`src/rtl/dm_arbiter_if.sv`:
```
// Signal bundle between the CPU port, the external loader/debug port and the
// data memory, as seen by dm_arbiter (slave) and by whoever drives it (master).
interface dm_arbiter_if;
  logic        cpu_req;
  logic        ext_req;
  logic        ext_lock;
  logic [1:0]  cpu_we;
  logic [1:0]  ext_we;
  logic [31:0] cpu_addr;
  logic [31:0] ext_addr;
  logic [31:0] cpu_wdata;
  logic [31:0] ext_wdata;
  logic [2:0]  cpu_len;
  logic [2:0]  ext_len;
  logic        cpu_ack;
  logic        ext_ack;
  logic [31:0] cpu_rdata;
  logic [31:0] ext_rdata;
  logic [31:0] mem_addr;
  logic [1:0]  mem_we;
  logic [31:0] mem_wdata;
  logic [2:0]  mem_len;
  logic [31:0] mem_rdata;

  modport slave (
    input  cpu_req, ext_req, ext_lock, cpu_we, ext_we, cpu_addr, ext_addr,
           cpu_wdata, ext_wdata, cpu_len, ext_len, mem_rdata,
    output cpu_ack, ext_ack, cpu_rdata, ext_rdata,
           mem_addr, mem_we, mem_wdata, mem_len
  );

  modport master (
    output cpu_req, ext_req, ext_lock, cpu_we, ext_we, cpu_addr, ext_addr,
           cpu_wdata, ext_wdata, cpu_len, ext_len, mem_rdata,
    input  cpu_ack, ext_ack, cpu_rdata, ext_rdata,
           mem_addr, mem_we, mem_wdata, mem_len
  );
endinterface

```
`src/rtl/dm_arbiter.sv`:
```
// Two-port data-memory arbiter: round-robin between CPU and ext, with an
// optional bounded lock that lets ext keep the memory for LOCK_MAX grants.
module dm_arbiter #(
  parameter int LOCK_MAX = 8
) (
  input  logic        clock,
  input  logic        rstn,
  dm_arbiter_if.slave bus
);

  typedef enum logic [1:0] {
    IDLE    = 2'd0,
    SRV_CPU = 2'd1,
    SRV_EXT = 2'd2
  } state_e;

  typedef enum logic {
    OWN_CPU = 1'b0,
    OWN_EXT = 1'b1
  } owner_e;

  localparam logic [7:0] LockMax = 8'(LOCK_MAX);

  state_e      state_q;
  state_e      state_d;
  owner_e      last_owner_q;
  logic [7:0]  lock_cnt_q;
  logic        cpu_ack_q;
  logic        ext_ack_q;
  logic [31:0] mem_addr_q;
  logic [31:0] mem_wdata_q;
  logic [1:0]  mem_we_q;
  logic [2:0]  mem_len_q;
  logic        lock_hold;

  // Grant decision for the coming edge.
  always_comb begin
    // NOTE: every always_comb output gets a default first, so no path can
    // leave it unassigned and infer a latch.
    state_d   = IDLE;
    lock_hold = (state_q == SRV_EXT) && bus.ext_req && bus.ext_lock &&
                (lock_cnt_q < LockMax);
    if (bus.cpu_req && bus.ext_req) begin
      state_d = (lock_hold || (last_owner_q == OWN_CPU)) ? SRV_EXT : SRV_CPU;
    end else if (bus.cpu_req) begin
      state_d = SRV_CPU;
    end else if (bus.ext_req) begin
      state_d = SRV_EXT;
    end
  end

  // NOTE: sequential state uses non-blocking assignments only, so every flop
  // samples the pre-edge values regardless of statement order.
  always_ff @(posedge clock or negedge rstn) begin
    if (!rstn) begin
      state_q      <= IDLE;
      last_owner_q <= OWN_EXT;
      lock_cnt_q   <= '0;
      cpu_ack_q    <= 1'b0;
      ext_ack_q    <= 1'b0;
      mem_addr_q   <= '0;
      mem_wdata_q  <= '0;
      mem_we_q     <= '0;
      mem_len_q    <= '0;
    end else begin
      state_q   <= state_d;
      cpu_ack_q <= (state_d == SRV_CPU);
      ext_ack_q <= (state_d == SRV_EXT);
      case (state_d)
        SRV_CPU: begin
          last_owner_q <= OWN_CPU;
          lock_cnt_q   <= '0;
          mem_addr_q   <= bus.cpu_addr;
          mem_wdata_q  <= bus.cpu_wdata;
          mem_we_q     <= bus.cpu_we;
          mem_len_q    <= bus.cpu_len;
        end
        SRV_EXT: begin
          last_owner_q <= OWN_EXT;
          // Run length restarts on any fresh ext grant, saturates otherwise.
          if (state_q != SRV_EXT) begin
            lock_cnt_q <= 8'd1;
          end else if (lock_cnt_q < LockMax) begin
            lock_cnt_q <= lock_cnt_q + 8'd1;
          end
          mem_addr_q  <= bus.ext_addr;
          mem_wdata_q <= bus.ext_wdata;
          mem_we_q    <= bus.ext_we;
          mem_len_q   <= bus.ext_len;
        end
        default: begin
          // Idle keeps address/data/length; only the write strobe drops.
          lock_cnt_q <= '0;
          mem_we_q   <= '0;
        end
      endcase
    end
  end

  assign bus.cpu_ack   = cpu_ack_q;
  assign bus.ext_ack   = ext_ack_q;
  assign bus.cpu_rdata = cpu_ack_q ? bus.mem_rdata : 32'h0;
  assign bus.ext_rdata = ext_ack_q ? bus.mem_rdata : 32'h0;
  assign bus.mem_addr  = mem_addr_q;
  assign bus.mem_wdata = mem_wdata_q;
  assign bus.mem_we    = mem_we_q;
  assign bus.mem_len   = mem_len_q;

endmodule
```
`src/flat_wrapper.sv`:
```
// flat-port wrapper written by rule: the top's interface ports become plain ports
module dm_arbiter_flat 
#(
  parameter int LOCK_MAX = 8
)
  (clock, rstn, bus_cpu_req, bus_ext_req, bus_ext_lock, bus_cpu_we, bus_ext_we, bus_cpu_addr, bus_ext_addr, bus_cpu_wdata, bus_ext_wdata, bus_cpu_len, bus_ext_len, bus_mem_rdata, bus_cpu_ack, bus_ext_ack, bus_cpu_rdata, bus_ext_rdata, bus_mem_addr, bus_mem_we, bus_mem_wdata, bus_mem_len);
  dm_arbiter_if bus_i ();
  input  logic clock;
  input  logic rstn;
  input wire logic [$bits(bus_i.cpu_req)-1:0] bus_cpu_req;
  input wire logic [$bits(bus_i.ext_req)-1:0] bus_ext_req;
  input wire logic [$bits(bus_i.ext_lock)-1:0] bus_ext_lock;
  input wire logic [$bits(bus_i.cpu_we)-1:0] bus_cpu_we;
  input wire logic [$bits(bus_i.ext_we)-1:0] bus_ext_we;
  input wire logic [$bits(bus_i.cpu_addr)-1:0] bus_cpu_addr;
  input wire logic [$bits(bus_i.ext_addr)-1:0] bus_ext_addr;
  input wire logic [$bits(bus_i.cpu_wdata)-1:0] bus_cpu_wdata;
  input wire logic [$bits(bus_i.ext_wdata)-1:0] bus_ext_wdata;
  input wire logic [$bits(bus_i.cpu_len)-1:0] bus_cpu_len;
  input wire logic [$bits(bus_i.ext_len)-1:0] bus_ext_len;
  input wire logic [$bits(bus_i.mem_rdata)-1:0] bus_mem_rdata;
  output wire logic [$bits(bus_i.cpu_ack)-1:0] bus_cpu_ack;
  output wire logic [$bits(bus_i.ext_ack)-1:0] bus_ext_ack;
  output wire logic [$bits(bus_i.cpu_rdata)-1:0] bus_cpu_rdata;
  output wire logic [$bits(bus_i.ext_rdata)-1:0] bus_ext_rdata;
  output wire logic [$bits(bus_i.mem_addr)-1:0] bus_mem_addr;
  output wire logic [$bits(bus_i.mem_we)-1:0] bus_mem_we;
  output wire logic [$bits(bus_i.mem_wdata)-1:0] bus_mem_wdata;
  output wire logic [$bits(bus_i.mem_len)-1:0] bus_mem_len;
  assign bus_i.cpu_req = bus_cpu_req;
  assign bus_i.ext_req = bus_ext_req;
  assign bus_i.ext_lock = bus_ext_lock;
  assign bus_i.cpu_we = bus_cpu_we;
  assign bus_i.ext_we = bus_ext_we;
  assign bus_i.cpu_addr = bus_cpu_addr;
  assign bus_i.ext_addr = bus_ext_addr;
  assign bus_i.cpu_wdata = bus_cpu_wdata;
  assign bus_i.ext_wdata = bus_ext_wdata;
  assign bus_i.cpu_len = bus_cpu_len;
  assign bus_i.ext_len = bus_ext_len;
  assign bus_i.mem_rdata = bus_mem_rdata;
  assign bus_cpu_ack = bus_i.cpu_ack;
  assign bus_ext_ack = bus_i.ext_ack;
  assign bus_cpu_rdata = bus_i.cpu_rdata;
  assign bus_ext_rdata = bus_i.ext_rdata;
  assign bus_mem_addr = bus_i.mem_addr;
  assign bus_mem_we = bus_i.mem_we;
  assign bus_mem_wdata = bus_i.mem_wdata;
  assign bus_mem_len = bus_i.mem_len;
  dm_arbiter #(.LOCK_MAX(LOCK_MAX)) u_core (.clock(clock), .rstn(rstn), .bus(bus_i));
endmodule
```
`config.mk`:
```
export PLATFORM = sky130hd
export DESIGN_NAME = dm_arbiter_flat
export DESIGN_NICKNAME = d
export VERILOG_FILES = /design/src/rtl/dm_arbiter_if.sv /design/src/rtl/dm_arbiter.sv /design/src/flat_wrapper.sv
export SDC_FILE = /design/constraint.sdc
export NUM_CORES = 1
export LEC_CHECK = 0
export CAP_MARGIN = 25
export CORE_MARGIN = 5
export CORE_UTILIZATION = 34
export CTS_CLUSTER_SIZE = 16
export DETAILED_ROUTE_END_ITERATION = 7
export DONT_BUFFER_PORTS = 1
export SETUP_SLACK_MARGIN = 0.4
export SLEW_MARGIN = 15
export SYNTH_ARGS = -nofsm -noshare
export SYNTH_HDL_FRONTEND = slang
export SYNTH_SLANG_ARGS = --single-unit
```
`constraint.sdc`:
```
create_clock -name clock -period 2.65 [get_ports clock]
set_input_delay 0.53 -clock clock [delete_from_list [all_inputs] [get_ports clock]]
set_output_delay 0.53 -clock clock [all_outputs]
set_load 0.005 [all_outputs]
```
-- Word level (Yosys, flattened, before mapping)
Index checks and enable logic that the tools add are counted.
- logic and storage cells: 37
- register bits: 82
- output and inout port bits: 135
- bitwise logic cells: 1
- $lt $le $gt $ge: 1
- reduce and logical (&&, ||, !) cells: 6
- add/subtract/negate cells: 1
- equal/unequal tests: 5
- multiplexer cells: 14
- operators with widths (cell ; number):
    32-bit one-hot mux with 2 select lines ; 2
    32-bit two-way mux ; 2
    8-bit two-way mux ; 3
    8-bit by 1-bit adder with 8-bit output (second input constant) ; 1
    8-bit by 4-bit less-than comparator with 1-bit output (second input constant) ; 1
    2-bit two-way mux ; 4
    3-bit one-hot mux with 2 select lines ; 1
    2-bit == test (second input constant) ; 2
    1-bit logical AND ; 4
    2-bit one-hot mux with 2 select lines ; 1
    3-bit != test (second input constant) ; 1
    2-bit by 1-bit == test with 1-bit output (second input constant) ; 1
    2-bit != test (second input constant) ; 1
    1-bit one-hot mux with 2 select lines ; 1
    2-bit nonzero test ; 1
    1-bit logical OR ; 1
    1-bit NOT ; 1

-- Depth between registers and ports, before layout
Gate-level depths: netlist (run 1).
- word-level depth: 9
- depth in mapped cells: 6
- depth with buffers taken out: 3

-- Worst setup path before layout (run 1)
OpenSTA, ideal clock, no wires.
- kind: in2reg
- from: input port bus_ext_req
- to: register u_core.mem_addr_q[0] (netlist: u_core.bus.mem_addr[0])
- stages on the path: 6
- setup time: 0.126 ns
- arrival time: 1.623 ns
- buffers on the path: 3
- path slack: 0.901 ns
- path through: buf_6 > and3b_4 > a31o_1 > buf_6 > buf_6 > a221o_1
- word-level cells in the longest chain between the ends: 8
- elaborated cells on any way between the ends: 13
- those cells by class: 2 x eq/ne; 5 x mux; 6 x reduce/logical
- ends and longest elaborated chain (element ; line ; RTL):
    start: declaration ; flat_wrapper.sv:11 ; input wire logic [$bits(bus_i.ext_req)-1:0] bus_ext_req;
    1-bit logical AND (3 in series) ; dm_arbiter.sv:41 ; lock_hold = (state_q == SRV_EXT) && bus.ext_req && bus.ext_lock &&
    1-bit logical OR ; dm_arbiter.sv:44 ; state_d = (lock_hold || (last_owner_q == OWN_CPU)) ? SRV_EXT : SRV_CPU;
    2-bit two-way mux ; dm_arbiter.sv:44 ;
    2-bit two-way mux (*) ; dm_arbiter.sv:43 ; if (bus.cpu_req && bus.ext_req) begin
    2-bit == test or 2-bit by 1-bit == test with 1-bit output (tied branches) ; dm_arbiter.sv:69 ; case (state_d)
    32-bit one-hot mux with 2 select lines or 2-bit nonzero test (tied branches) ; -- ;
    end signal: assignment ; dm_arbiter.sv:73 ; mem_addr_q <= bus.cpu_addr;
    end signal: assignment ; dm_arbiter.sv:86 ; mem_addr_q <= bus.ext_addr;
    end: declaration ; dm_arbiter.sv:30 ; logic [31:0] mem_addr_q;
Mark *: on every way between the ends. The rest lies on a longest branch, timed or not.
A chain may end at the register's enable or synchronous reset.

-- Worst setup path in the final report (run 1)
- from: register u_core.last_owner_q
- to: register u_core.mem_addr_q[9] (netlist: u_core.bus.mem_addr[9])
- word-level cells in the longest chain between the ends: 6
- elaborated cells on any way between the ends: 8
- those cells by class: 2 x eq/ne; 3 x mux; 1 x bitwise; 2 x reduce/logical
- ends and longest elaborated chain (element ; line ; RTL):
    start: declaration ; dm_arbiter.sv:26 ; owner_e last_owner_q;
    start signal: assignment ; dm_arbiter.sv:57 ; last_owner_q <= OWN_EXT;
    start signal: assignment ; dm_arbiter.sv:71 ; last_owner_q <= OWN_CPU;
    start signal: assignment ; dm_arbiter.sv:79 ; last_owner_q <= OWN_EXT;
    1-bit NOT (*) ; dm_arbiter.sv:44 ;
    1-bit logical OR (*) ; dm_arbiter.sv:44 ;
    2-bit two-way mux (*) ; dm_arbiter.sv:44 ;
    2-bit two-way mux (*) ; dm_arbiter.sv:43 ;
    2-bit == test or 2-bit by 1-bit == test with 1-bit output (tied branches) ; dm_arbiter.sv:69 ;
    32-bit one-hot mux with 2 select lines or 2-bit nonzero test (tied branches) ; -- ;
Marked as above.

==> results.toml, run 1 <==
[setup_path]
start_kind = "register"
end_kind = "register"
cp_max_fo = 52
cp_data_required_time_ps = 2920
path_cells = "nand3_1, a31oi_4, buf_4, a221o_1"
crit_arrival_ps = 2370
slowest_delay_ps = 570
slowest_stage = "buf_4"
setup.worst_path.class = "reg -> reg"

[floorplan]
rows = 42
die-width_um = 126
dieArea_mm2 = 0.0159
die_y_um = 126
start_util = 0.346
io_pins = 310
fp.coreArea_mm2 = 0.0132

[clocking]
cts_sinks = 82
ctsResizeCount = 0
cts_setup_buffers = 0
cts.htree.levels = 3
clock_latency_ps = 340
cts_tree = "done"
cts_made_buffers = 9
clk_pin_slew_ps = 70
cts-root-buf = "clkbuf_16"
clock_path_buffers = 2

[synthesis]
ys_ff_latch = 82
syn_inst = 429
yosysSeqAreaShare = 0.448
synth-async-reset-ratio = 1.00
synth_nets = 605
avgSynthCellArea_um2 = 10.7
synth_warnings = 0
synthesis.area_mm2 = 0.00459
synth_top_flop_cell = "dfrtp_1"
synth_cell_types = 35
synth-edff-count = 0

[routing]
num_vias = 3484
wirelength_mm = 13.4
ant_nets = 0
via_per_inst = 5.94
wl_per_cell_um = 22.9
drc = 0
firstDrtPassIters = 4
first_iter_violations = 262

[power]
comb_power_share = 0.134
internal_power_uw = 2330
p_leak_uw = 0.00218
clock_power_share = 0.379
netSwitchingPower_uw = 859
p_seq_frac = 0.487
p_sw_frac = 0.269
p_per_area_mw_per_mm2 = 649
peakVddDrop_uv = 255

[layout]
final_common_cell = "dfrtp_1"
area_delta_synth_final_pct = 7.17
drive_gt1_frac = 0.0681
fin_nets = 582
layoutNonFillerInstCount = 587
final_cell_mix = "dfrtp_1, mux2i_1, nor2_1, a221o_1, and2_1"
antenna_cells = 0
stdcell_area_mm2 = 0.00492
num-fill-cells = 1291

[sta]
post-route-period-util = 0.791
relSlewSlack = 0.514
min_period_ps = 2100
tns_ps = 0
hold_violations = 81
rsz0062_at_grt = "no"
setup_viol_count_final = 0
skew_ps = 8.92
hold_ws_ps = -118
finalMaxSlewViolations = 0
worst_pin_slew_ps = 729
max_freq_mhz = 477

[grt]
grt_max_degree = 83
grt_pass1_wl_mm = 20.2
grtUsageMet2 = 0.283
overflow = 0
grt.busiest_layer = "met2"
track_usage = 0.158
grt_pass1_vias = 3507
met1_usage = 0.177
antenna_found_initial = 0
grt_use_met3 = 0.0445

[placed_design]
hpwl_mm = 9.69
gp_congestion = 0.796
port_buffers = 0
dpl_cell_area_mm2 = 0.00463
dp.cells = 571

[run_status]
status = "finished with violations"
violations = "negative hold slack"

[run]
cap_violations = 0

[min_path]
hold_path_class = "in -> async"
critical path: cells and delay by family (launching register included):
kind / cells / cell delay, ps
compound gates: 2 / 720
buf+inv: 1 / 570
flops: 1 / 560
simple gates: 1 / 120
power groups by stage:
| stage | Sequential (µW) | Combinational [µW] | Clock (µW) |
|---|---|---|---|
| floorplan | 1510 | 442 | 0 |
| global placement | 1580 | 414 | 0 |
| detailed placement | 1580 | 434 | 0 |
| CTS | 1560 | 432 | 1250 |
| global route | 1570 | 474 | 1300 |
| finish | 1550 | 426 | 1210 |
sequential cells by signal, summed over array words and instances, names as in the netlist:
signal	flops
u_core.bus.ext_ack	1
u_core.bus.mem_addr	32
u_core.lock_cnt_q	8
u_core.last_owner_q	1
u_core.bus.mem_wdata	32
u_core.state_q	2
u_core.bus.mem_we	2
u_core.bus.mem_len	3
u_core.bus.cpu_ack	1
per-layer routing:
layer | wire length (µm) | part of all wire | vias up
met4 | 295 | 0.022 | 0
met1 | 4910 | 0.37 | 1709
met3 | 1210 | 0.090 | 18
met5 | 0 | 0 | -
li1 | - | - | 1550
met2 | 7010 | 0.52 | 207
cells in the mapped netlist (3+ instances only):
master / count / share of area
dfrtp_1: 81 / 0.44
a221o_1: 67 / 0.15
mux2i_1: 67 / 0.15
nor2_1: 67 / 0.055
and2_1: 65 / 0.089
clkbuf_1: 16 / 0.013
buf_2: 13 / 0.014
buf_6: 9 / 0.022
nor3b_1: 5 / 0.0082
a21oi_1: 4 / 0.0044
inv_1: 3 / 0.0025
area by class of cell:
type	count	area (µm²)	share of cell area
clock buffers	12	256	0.0522
clock inverters	4	33.8	0.00687
inverters	4	15.0	0.00305
multi-input cells	305	2310	0.469
flip-flops and latches	82	2050	0.418
well taps	176	220	0.0448
repair buffers	4	30.0	0.00611
path summary, 6_finish.rpt:
kind                                      start  depth (start not counted)                 endpoint  slack [ps]
setup / recovery            u_core.last_owner_q                          4   u_core.bus.mem_addr[9]         550
hold / removal                             rstn                          0  u_core.bus.mem_addr[12]        -120
setup reg to reg            u_core.last_owner_q                          4   u_core.bus.mem_addr[9]         550
hold reg to reg            u_core.lock_cnt_q[6]                          1     u_core.lock_cnt_q[6]         550
max in group asynchronous                  rstn                          0      u_core.last_owner_q        2570
min in group clock                bus_cpu_we[1]                          1     u_core.bus.mem_we[1]         330
per-stage QoR:
stage               setup WS [ps]  utilization  power (µW)
floorplan                     901            -        1950
global placement              520        0.349        1990
detailed placement            459        0.349        2010
CTS                           540        0.371        3240
global route                  419        0.371        3350
finish                        553        0.371        3190
kinds of logic after synthesis:
family / synth area share
compound gates: 0.179
fa+ha+maj: 0.00273
buf+inv: 0.0526
flops: 0.448
mux: 0.146
simple gates: 0.172
Note: power is estimated with default switching activity, not from simulation.
==> run 2, diff against run 1 <==
- clock period: 2.65 -> 1.8 ns (I/O delays scaled with it)
==> results.toml, run 2 (same netlist as run 1, synthesis figures left out) <==
[placed_design]
hpwl_mm = 10.1
port_buffers = 0
dpl_cell_area_mm2 = 0.00471
gp_congestion = 0.810

[clocking]
cts_tree = "done"
cts.htree.levels = 3
clock_latency_ps = 350
cts-root-buf = "clkbuf_16"
cts_sinks = 82
clock_path_buffers = 2
clk_pin_slew_ps = 60
cts_made_buffers = 9

[sta]
min_period_ps = 1590
skew_ps = 5.21
max_freq_mhz = 629
hold_ws_ps = -295
worst_pin_slew_ps = 251
setup_viol_count_final = 0
relSlewSlack = 0.832
rsz0062_at_grt = "yes"
finalMaxSlewViolations = 0
hold_violations = 82
tns_ps = 0
post-route-period-util = 0.884

[layout]
final_cell_mix = "dfrtp_1, mux2i_1, nor2_1, a221o_1, and2_1"
area_delta_synth_final_pct = 17.8
final_common_cell = "dfrtp_1"
fin_nets = 604
drive_gt1_frac = 0.181
stdcell_area_mm2 = 0.00541
antenna_cells = 0

[setup_path]
start_kind = "register"
cp_data_required_time_ps = 2030
r2r_slack_ps = 210
regToRegEndpoint = "u_core.bus.mem_len[2]"
path_delay_family = "compound AO/OA/AOI/OAI gates"
slowest_stage = "dfstp_2"
end_kind = "register"
cp_max_fo = 14
cp.buffers_inverters = 1
slowest_delay_ps = 590
rr_worst_depth = 4
crit_arrival_ps = 1820
reg2reg_from = "u_core.last_owner_q"
setup.worst_path.class = "reg -> reg"
path_cells = "a21boi_4, a31o_4, buf_12, a221o_1"

[min_path]
hold_path_class = "in -> async"

[routing]
num_vias = 3668
wirelength_mm = 15.6
firstDrtPassIters = 4
ant_nets = 0
wl_per_cell_um = 25.6
drc = 0
first_iter_violations = 229
via_per_inst = 6.03

[run_status]
violations = "negative hold slack"
status = "finished with violations"

[grt]
track_usage = 0.170
grt_pass1_wl_mm = 21.3
grt_max_degree = 83
antenna_found_initial = 0
grt_pass1_vias = 3683
overflow = 0

[floorplan]
start_util = 0.346
io_pins = 310
die_y_um = 126
rows = 42
dieArea_mm2 = 0.0159
fp.coreArea_mm2 = 0.0132
die-width_um = 126

[run]
cap_violations = 0

[power]
p_per_area_mw_per_mm2 = 900
p_leak_uw = 0.00242
total_power_uw = 4860
peakVddDrop_uv = 406
[run 2: changes by cell type in the layout (fill, tap and decap cells not counted), moves of 3 or more]
cell and change:
clkinv_2 +3, buf_8 +3, clkbuf_16 +5, buf_6 +5
buf_12 +4, and2_4 +23, and2_1 -23
[run 2: metal layers]
| metal | wire length (µm) | up-vias | GRT usage |
|---|---|---|---|
| met5 | 0 | - | 0 |
| met4 | 287 | 0 | 0.0606 |
| met3 | 1420 | 20 | 0.0588 |
| met2 | 8090 | 207 | 0.301 |
| met1 | 5790 | 1843 | 0.189 |
| li1 | - | 1598 | - |
[run 2: through the flow]
step / utilization / hold slack [ps] / worst slack, ps / cells
after floorplan: - / 64.4 / 284 / 429
after global placement: 0.356 / 66.4 / 234 / 579
after detailed placement: 0.356 / 66.1 / 188 / 579
after CTS: 0.385 / -310 / 220 / 597
after global routing: 0.408 / -315 / 191 / 608
final: 0.408 / -295 / 209 / 608
[run 2: power by group]
part / total, µW / switching, µW / internal, µW
combinational: 872 / 367 / 505
sequential: 2280 / 212 / 2060
clock: 1720 / 757 / 959
total: 4860 / 1340 / 3530
[run 2: timing repair]
| action | CTS | global route |
|---|---|---|
| gates resized for setup | 15 | 37 |
| endpoints found under the hold margin | 82 | 82 |
| setup endpoints to repair | 133 | 139 |
| pin swaps | 1 | 8 |
| gates cloned | 2 | 9 |
| setup buffers | 1 | 2 |
[run 2: layout make-up]
type                       count  area, µm²
multi-input combinational    306       2440
fill                        1254       7840
inverter                       4       15.0
tap                          176        220
timing repair buffer          25        407
clock inverter                 5       31.3
clock buffer                  10        239
sequential                    82       2060
[run 2: worst max-delay path by stage]
stage / endpoint / cells past startpoint / slack [ps] / startpoint
2_1_floorplan: u_core.bus.mem_addr[0] / 6 / 280 / bus_ext_req
3_3_place_gp: u_core.bus.mem_wdata[8] / 4 / 230 / u_core.lock_cnt_q[6]
3_5_place_dp: u_core.bus.mem_addr[31] / 4 / 190 / u_core.last_owner_q
4_1_cts: u_core.bus.mem_wdata[17] / 4 / 220 / u_core.last_owner_q
5_1_grt: u_core.bus.mem_addr[3] / 4 / 190 / u_core.last_owner_q
6_report: u_core.bus.mem_len[2] / 4 / 210 / u_core.last_owner_q
